<file path="src/rtl/count_sampler_pkg.sv">
// Shared widths and helpers for the count sampler.
package count_sampler_pkg;

  localparam int GAP_W  = 16;
  localparam int DROP_W = 8;

  typedef logic [GAP_W-1:0]  gap_t;
  typedef logic [DROP_W-1:0] drop_t;

  // Increment that sticks at all-ones instead of rolling over.
  function automatic gap_t gap_inc(input gap_t g);
    return (g == '1) ? g : g + gap_t'(1);
  endfunction

endpackage

</file>
<file path="src/rtl/sync_fifo_fwft.sv">
// Generic first-word-fall-through FIFO. The head entry is visible on rdata
// whenever empty is low; pop consumes it. Pointers carry one extra wrap bit
// so full and empty can be told apart without an occupancy counter.
module sync_fifo_fwft #(
  parameter int WIDTH = 8,
  parameter int DEPTH = 4
) (
  input  logic             clk,
  input  logic             rst_n,
  input  logic             push,
  input  logic [WIDTH-1:0] wdata,
  input  logic             pop,
  output logic             full,
  output logic             empty,
  output logic [WIDTH-1:0] rdata
);

  localparam int AW = $clog2(DEPTH);

  logic [WIDTH-1:0] mem [DEPTH];
  logic [AW:0]      wr_ptr;
  logic [AW:0]      rd_ptr;
  logic             do_push;
  logic             do_pop;

  // A push into a full FIFO is only legal when the head leaves in the same cycle.
  assign do_pop  = pop && !empty;
  assign do_push = push && (!full || do_pop);

  assign empty = (wr_ptr == rd_ptr);
  assign full  = (wr_ptr[AW] != rd_ptr[AW]) && (wr_ptr[AW-1:0] == rd_ptr[AW-1:0]);
  assign rdata = mem[rd_ptr[AW-1:0]];

  // Pointer update; reset discards anything in flight.
  always_ff @(posedge clk or negedge rst_n) begin
    if (!rst_n) begin
      wr_ptr <= '0;
      rd_ptr <= '0;
    end else begin
      if (do_push) wr_ptr <= wr_ptr + (AW+1)'(1);
      if (do_pop)  rd_ptr <= rd_ptr + (AW+1)'(1);
    end
  end

  // Storage write; contents are meaningless until a pointer covers them.
  always_ff @(posedge clk) begin
    if (do_push) mem[wr_ptr[AW-1:0]] <= wdata;
  end

endmodule

</file>
<file path="src/rtl/count_sampler.sv">
// Snapshots a counter on capture requests, tagging each sample with a
// wrap-since-last-sample flag and the cycle gap, and queues the samples.
// Output handshake: an entry transfers on any rising edge where out_valid
// and out_ready are both high; while out_valid is high and out_ready is low
// the head fields hold steady, and out_valid never depends on out_ready.
module count_sampler
  import count_sampler_pkg::*;
#(
  parameter int WIDTH = 8,
  parameter int DEPTH = 4
) (
  input  logic              clk,
  input  logic              rst_n,
  input  logic [WIDTH-1:0]  count,
  input  logic              capture,
  input  logic              clr,
  output logic              out_valid,
  input  logic              out_ready,
  output logic [WIDTH-1:0]  out_count,
  output logic              out_wrap,
  output logic [GAP_W-1:0]  out_gap,
  output logic [DROP_W-1:0] drop_cnt,
  output logic              overrun
);

  typedef logic [WIDTH-1:0] cnt_t;

  typedef struct packed {
    cnt_t count;
    logic wrap;
    gap_t gap;
  } sample_t;

  localparam cnt_t CNT_ONES = '1;

  cnt_t    prev_q;
  logic    wrap_acc;
  gap_t    gap_cnt;
  logic    wrap_now;
  logic    pop;
  logic    push_ok;
  logic    drop;
  logic    fifo_full;
  logic    fifo_empty;
  sample_t entry;
  sample_t head;

  // A jump between the two extremes is treated as a wrap in either direction.
  assign wrap_now = ((prev_q == CNT_ONES) && (count == '0)) ||
                    ((prev_q == '0) && (count == CNT_ONES));

  assign out_valid = !fifo_empty;
  assign pop       = out_valid && out_ready;
  assign push_ok   = capture && (!fifo_full || pop);
  assign drop      = capture && fifo_full && !pop;

  assign entry.count = count;
  assign entry.wrap  = wrap_acc | wrap_now;
  assign entry.gap   = gap_inc(gap_cnt);

  // Zero the visible fields while empty so stale storage never leaks out.
  assign out_count = fifo_empty ? '0 : head.count;
  assign out_wrap  = fifo_empty ? 1'b0 : head.wrap;
  assign out_gap   = fifo_empty ? '0 : head.gap;

  // Wrap and gap tracking; a dropped capture leaves both accumulating.
  always_ff @(posedge clk or negedge rst_n) begin
    if (!rst_n) begin
      prev_q   <= '0;
      wrap_acc <= 1'b0;
      gap_cnt  <= '0;
    end else begin
      prev_q <= count;
      if (push_ok) begin
        wrap_acc <= wrap_now;
        gap_cnt  <= gap_t'(1);
      end else begin
        wrap_acc <= wrap_acc | wrap_now;
        gap_cnt  <= gap_inc(gap_cnt);
      end
    end
  end

  // Drop accounting; a drop coinciding with clr still registers as one.
  always_ff @(posedge clk or negedge rst_n) begin
    if (!rst_n) begin
      drop_cnt <= '0;
      overrun  <= 1'b0;
    end else if (clr) begin
      drop_cnt <= drop_t'(drop);
      overrun  <= drop;
    end else if (drop) begin
      overrun <= 1'b1;
      if (drop_cnt != '1) drop_cnt <= drop_cnt + drop_t'(1);
    end
  end

  sync_fifo_fwft #(
    .WIDTH ($bits(sample_t)),
    .DEPTH (DEPTH)
  ) u_fifo (
    .clk   (clk),
    .rst_n (rst_n),
    .push  (push_ok),
    .wdata (entry),
    .pop   (pop),
    .full  (fifo_full),
    .empty (fifo_empty),
    .rdata (head)
  );

endmodule

</file>
<file path="config.mk">
export PLATFORM = sky130hd
export DESIGN_NAME = count_sampler
export DESIGN_NICKNAME = d
export VERILOG_FILES = /design/src/rtl/count_sampler_pkg.sv /design/src/rtl/sync_fifo_fwft.sv /design/src/rtl/count_sampler.sv
export SDC_FILE = /design/constraint.sdc
export NUM_CORES = 1
export LEC_CHECK = 0
export ABC_AREA = 0
export CORE_AREA = 2 2 102 104
export DETAILED_ROUTE_END_ITERATION = 6
export DIE_AREA = 0 0 104 106
export GPL_TIMING_DRIVEN = 0
export PLACE_DENSITY_LB_ADDON = 0.1
export SYNTH_ARGS = -nofsm -noshare
export SYNTH_HDL_FRONTEND = slang
export SYNTH_HIERARCHICAL = 1
export SYNTH_SLANG_ARGS = --single-unit
</file>
<file path="constraint.sdc">
create_clock -name clk -period 7.8 [get_ports clk]
set_input_delay 1.17 -clock clk [delete_from_list [all_inputs] [get_ports clk]]
set_output_delay 1.17 -clock clk [all_outputs]
set_load 0.02 [all_outputs]
</file>
==> impl_metrics.env <==
export IMPL_status="complete, no violations"
export IMPL_period_minus_slack_ns=4.92
export IMPL_crit_required_ns=6.63
export IMPL_critPathBufInv=4
export IMPL_dp_hpwl_um=7080
export IMPL_clk_path_buf_depth=2
export IMPL_multi_input_area_mm2=0.00186
export IMPL_fin_crit_sh=0.631
export IMPL_cap_violations=0
export IMPL_p_leak_uw=0.00261
export IMPL_synthToLayoutAreaGrowth_pct=20.3
export IMPL_setup_viol=0
export IMPL_worst_slew_pin_slew_ns=1.33
export IMPL_fillCellCount=701
export IMPL_grt_usage=0.217
export IMPL_clock_sinks=140
export IMPL_cts_setup_buffers=0
export IMPL_yosysSeqAreaShare=0.671
export IMPL_ys_async_sr_fraction=0.286
export IMPL_drtIter0Drc=251
export IMPL_whs_ns=0.501
export IMPL_synth_area_per_cell_um2=15.7
export IMPL_crit_path_max_incr_delay_ns=1.01
export IMPL_ir_drop_v=0.000326
export IMPL_routedWlPerCell_um=18.7
export IMPL_cp_arrival_ns=3.75
export IMPL_die_h_um=106
export IMPL_grt_pass1_wl_um=18000
export IMPL_syn_inst=380
export IMPL_diodes=0
export IMPL_setup_ws_ns=2.88
export IMPL_core_rowCount=37
export IMPL_hold_class="reg2reg"
export IMPL_syn_nets=400
export IMPL_fmax_mhz=203
export IMPL_power_uw=2910
export IMPL_p_per_area_mw_per_mm2=405
export IMPL_setup_worst_path_end_class="output port"
export IMPL_grt_pass1_vias=3568
export IMPL_syn_area_mm2=0.00597
export IMPL_cts_max_level=4
export IMPL_synth_ff_type="edfxtp_1"
export IMPL_crit_chain="buf_2, xor2_1, buf_2, nor3_1, clkbuf_1, nor2b_1, clkdlybuf4s50_1"
export IMPL_slew_headroom=0.112
export IMPL_final_cells=596
export IMPL_yosysUniqueCellTypes=48
export IMPL_num_vias=3512
export IMPL_crit_type="reg2out"
export IMPL_clockRootBuffer="clkbuf_8"
export IMPL_routed_via_density=5.89
export IMPL_cp_slowest_cell="nor3_1"
export IMPL_finClkSkew_ns=0.00964
export IMPL_start_util=0.597
export IMPL_dieArea_mm2=0.0110
export IMPL_cts_buffers_inserted=17
export IMPL_grt_max_degree=34
export IMPL_drive_gt1_frac=0.165
export IMPL_critPathMostFrequentCell="buf_2"
export IMPL_cts_tree="built"
export IMPL_antenna_found_initial=0
export IMPL_portBuffers=47
export IMPL_place_worst_setup_slack_ns=3.34
export IMPL_ant_nets=0
export IMPL_wirelength_um=11100
export IMPL_die_w_um=104
export IMPL_dpl_cell_count=564
export IMPL_cts_hold_buf=0
export IMPL_nets=467
export IMPL_register_area_mm2=0.00400
export IMPL_worst_setup_path_start_kind="register"
export IMPL_hold_viol=0
export IMPL_gp_congestion=0.826
export IMPL_tns_ns=0
export IMPL_core_area_mm2=0.0100
export IMPL_synth_edf_count=100
export IMPL_overflow=0
export IMPL_io_pins=48
export IMPL_rsz0062_at_grt="no"
export IMPL_clkLatencyLatePin_ns=0.51
export IMPL_cts_repair_resized=0
export IMPL_crit_fanout=10
export IMPL_synth_seq_cells=140
export IMPL_ys_warn_count=6
export IMPL_detailedRoute_firstPassIterationCount=5
export IMPL_cp_top_family="buffers and inverters"
export IMPL_remaining_drc_errors=0
export IMPL_drv_slew=0
export IMPL_path_clk_slew_ns=0.06
state kept, by name (all words and copies together) (netlist names):
| signal | flops |
|---|---|
| u_fifo/wr_ptr | 3 |
| overrun | 1 |
| u_fifo/mem | 100 |
| wrap_acc | 1 |
| drop_cnt | 8 |
| u_fifo/rd_ptr | 3 |
| gap_cnt | 16 |
| prev_q | 8 |
path summary, 6_finish.rpt:
path	startpoint	to	slack (ns)	cells after the start
worst max-delay path	u_fifo/rd_ptr[1]	out_gap[12]	2.88	7
worst min-delay path	wrap_acc	wrap_acc	0.50	2
worst max register to register	u_fifo/rd_ptr[1]	u_fifo/mem[3][22]	3.54	10
worst min register to register	wrap_acc	wrap_acc	0.50	2
max in group asynchronous	rst_n	gap_cnt[6]	6.84	2
min in group asynchronous	rst_n	drop_cnt[3]	0.51	1
stage by stage:
| step | instance area (um^2) | util |
|---|---|---|
| after floorplan | 5970 | - |
| after global placement | 6610 | 0.661 |
| after detailed placement | 6630 | 0.663 |
| after CTS | 7180 | 0.718 |
| after global routing | 7180 | 0.718 |
| final | 7180 | 0.718 |
Yosys cell counts (3+ instances only):
library cell	n	area, um^2
nor2_1	8	30.0
nand2b_1	4	25.0
and4_1	5	43.8
xor2_1	5	43.8
mux2i_1	3	30.0
o21ai_0	6	30.0
a21oi_1	10	50.1
nor2b_1	20	125
o21a_1	3	22.5
mux4_2	25	563
inv_1	10	37.5
nor4_1	6	37.5
and3_1	7	43.8
nor3_1	6	30.0
and2_1	10	62.6
edfxtp_1	100	3000
nand2_1	14	52.6
o31ai_1	4	30.0
or4_1	5	37.5
nand4_1	13	81.3
ha_1	7	87.6
mux2_2	4	45.0
nand3_1	7	35.0
xnor2_1	3	26.3
buf_2	3	15.0
a31oi_1	9	56.3
dfrtp_1	40	1000
and2b_1	5	37.5
or3_1	4	25.0
clkbuf_1	9	33.8
layout by cell type (no fill, tap or decap), types with 11 or more instances in the layout:
cell type,instances
edfxtp_1,100
nor2b_1,20
clkbuf_1,11
clkdlybuf4s50_1,46
dfrtp_1,40
nand4_1,13
clkbuf_16,18
nand2_1,14
mux4_2,25
metal layers:
| layer | vias up | part of all wire | global-route usage |
|---|---|---|---|
| li1 | 1638 | - | - |
| met1 | 1765 | 0.44 | 0.288 |
| met2 | 96 | 0.50 | 0.355 |
| met3 | 13 | 0.047 | 0.0521 |
| met4 | 0 | 0.016 | 0.0820 |
| met5 | - | 0 | 0 |
area by class of cell:
class,count,share of cell area
Multi-Input combinational cell,214,0.258
Sequential cell,140,0.557
Timing Repair Buffer,48,0.0676
Clock buffer,21,0.0657
Inverter,10,0.00523
Buffer,16,0.0103
Clock inverter,11,0.0117
Tap cell,136,0.0237
kinds of logic (layout without fill, tap and decap cells):
| kind of cell | Yosys count | count (layout) | synth area share |
|---|---|---|---|
| DFF | 140 | 140 | 0.671 |
| and+or+nand+nor | 120 | 120 | 0.122 |
| AOI/OAI and AO/OA | 45 | 45 | 0.0511 |
| muxes | 34 | 34 | 0.111 |
| buffers and inverters | 26 | 106 | 0.0187 |
| xor gates and xnor gates | 8 | 8 | 0.0117 |
| adders and majority gates | 7 | 7 | 0.0147 |
worst reg2reg max path, stage by stage, from the launching register on:
cell and delay, ns:
dfrtp_1 0.38, buf_2 0.21, xor2_1 0.21, buf_2 0.20
nor3_1 1.01, nor2b_2 0.20, o21ai_0 0.36, inv_1 0.31
and2_1 0.26, o41ai_2 0.06, inv_1 0.59
power breakdown:
group,internal [uW],leakage [uW],switching (uW)
Clock,430,0.000261,295
Combinational,525,0.000901,615
Sequential,988,0.00145,56.9
Total,1940,0.00261,967
Power figures use the tool's default switching activity.
==> variant (config.mk and constraints unchanged) <==
The package constant `DROP_W` goes from 8 to 9.
--- a/src/rtl/count_sampler_pkg.sv
+++ b/src/rtl/count_sampler_pkg.sv
@@ -2,7 +2,7 @@
 package count_sampler_pkg;
 
   localparam int GAP_W  = 16;
-  localparam int DROP_W = 8;
+  localparam int DROP_W = 9;
 
   typedef logic [GAP_W-1:0]  gap_t;
   typedef logic [DROP_W-1:0] drop_t;
Interface: changed (resized drop_cnt); port bits go from 48 to 49. The function was not compared with the original's and may differ.
==> variant against the unedited design <==
- clock power up 4.8%
- die area unchanged
- critical path depth is the same
- clock skew up 13 ps
- area after synthesis is 0.99% higher
- design area rose by 1.1%
- sequential cell count up 1
- routed wire length up 4.8%
- cell count up 1.3%
- fmax decreased by 1.8%
- setup slack got worse by 92 ps
- power rose by 2.0%
- global-route usage grew 1.2 points
==> variant: results (changes against the unedited design) <==
run_status:
  status: "completed"
sta:
  fin_crit_ps: 5010  # +92.4 ps
  fin_worst_skew_ps: 22.5  # +12.8 ps
layout:
  drive_gt1_share_pct: 16.7  # +0.14 points
  area_growth_pct: 20.5
  fin_cells: 604  # +1.3%
route:
  drt-initial-drc-count: 234  # -6.8%
  drtPass1Iterations: 4  # -1
  met3_length_um: 618  # +17%
  via_count: 3539  # +0.77%
  wl_mm: 11.7  # +4.8%
grt:
  grt_max_degree: 29  # -15%
  use_met2_pct: 38.8  # +3.2 points
  grt_pass1_vias: 3645  # +2.2%
synth:
  synthMuxAreaShare_pct: 11.1  # +0.037 points
  synth.top_cells.by_count: "edfxtp_1, dfrtp_1, mux4_2, nor2b_1"
  async_flop_share_pct: 29.1  # +0.51 points
  synthAdderAreaFrac_pct: 1.66  # +0.19 points
placed_design:
  dp.cells: 572  # +1.4%
  dp_hpwl_mm: 7.36  # +3.8%
critical_path:
  reg2reg_slack_ps: 3020  # -520 ps
  endpoint: "out_gap[13]"
  reg2reg_to: "u_fifo/mem[3][11]"
  cp_slowest_stage_delay_ps: 1090  # +80 ps
power:
  power.leakage_nw: 2.67  # +2.5%
## variant: cell types whose count changed after synthesis, moves of 3 or more
cell,unedited run,this run
nand2_1,14,17
nor3_1,6,9
o21ai_0,6,10
nand4_1,13,10
and4_1,5,0
and2b_1,5,0
and2_1,10,4
nor2_1,8,17
or3_1,4,7
nor2b_1,20,25
a31oi_1,9,4
## variant: final cells by class
type	count	area, um^2
fillers	635	2740
flip-flops and latches	141	4030
well taps	136	170
repair buffers	49	495
clock inverters	10	115
plain buffers	15	72.6
inverters	12	45.0
multi-input cells	219	1880
clock buffers	22	453
## variant: critical path: cells and delay by family (launching register included)
| kind | cells | cell delay [ps] |
|---|---|---|
| buffers and inverters | 4 | 1520 |
| AND/OR/NAND/NOR | 2 | 1220 |
| XOR/XNOR | 1 | 220 |
| flip-flops | 1 | 370 |
## variant: power breakdown
part	switching (mW)	leakage (nW)	internal, mW
clock	0.288	0.271	0.471
combinational	0.632	0.943	0.520
sequential	0.0618	1.46	0.995
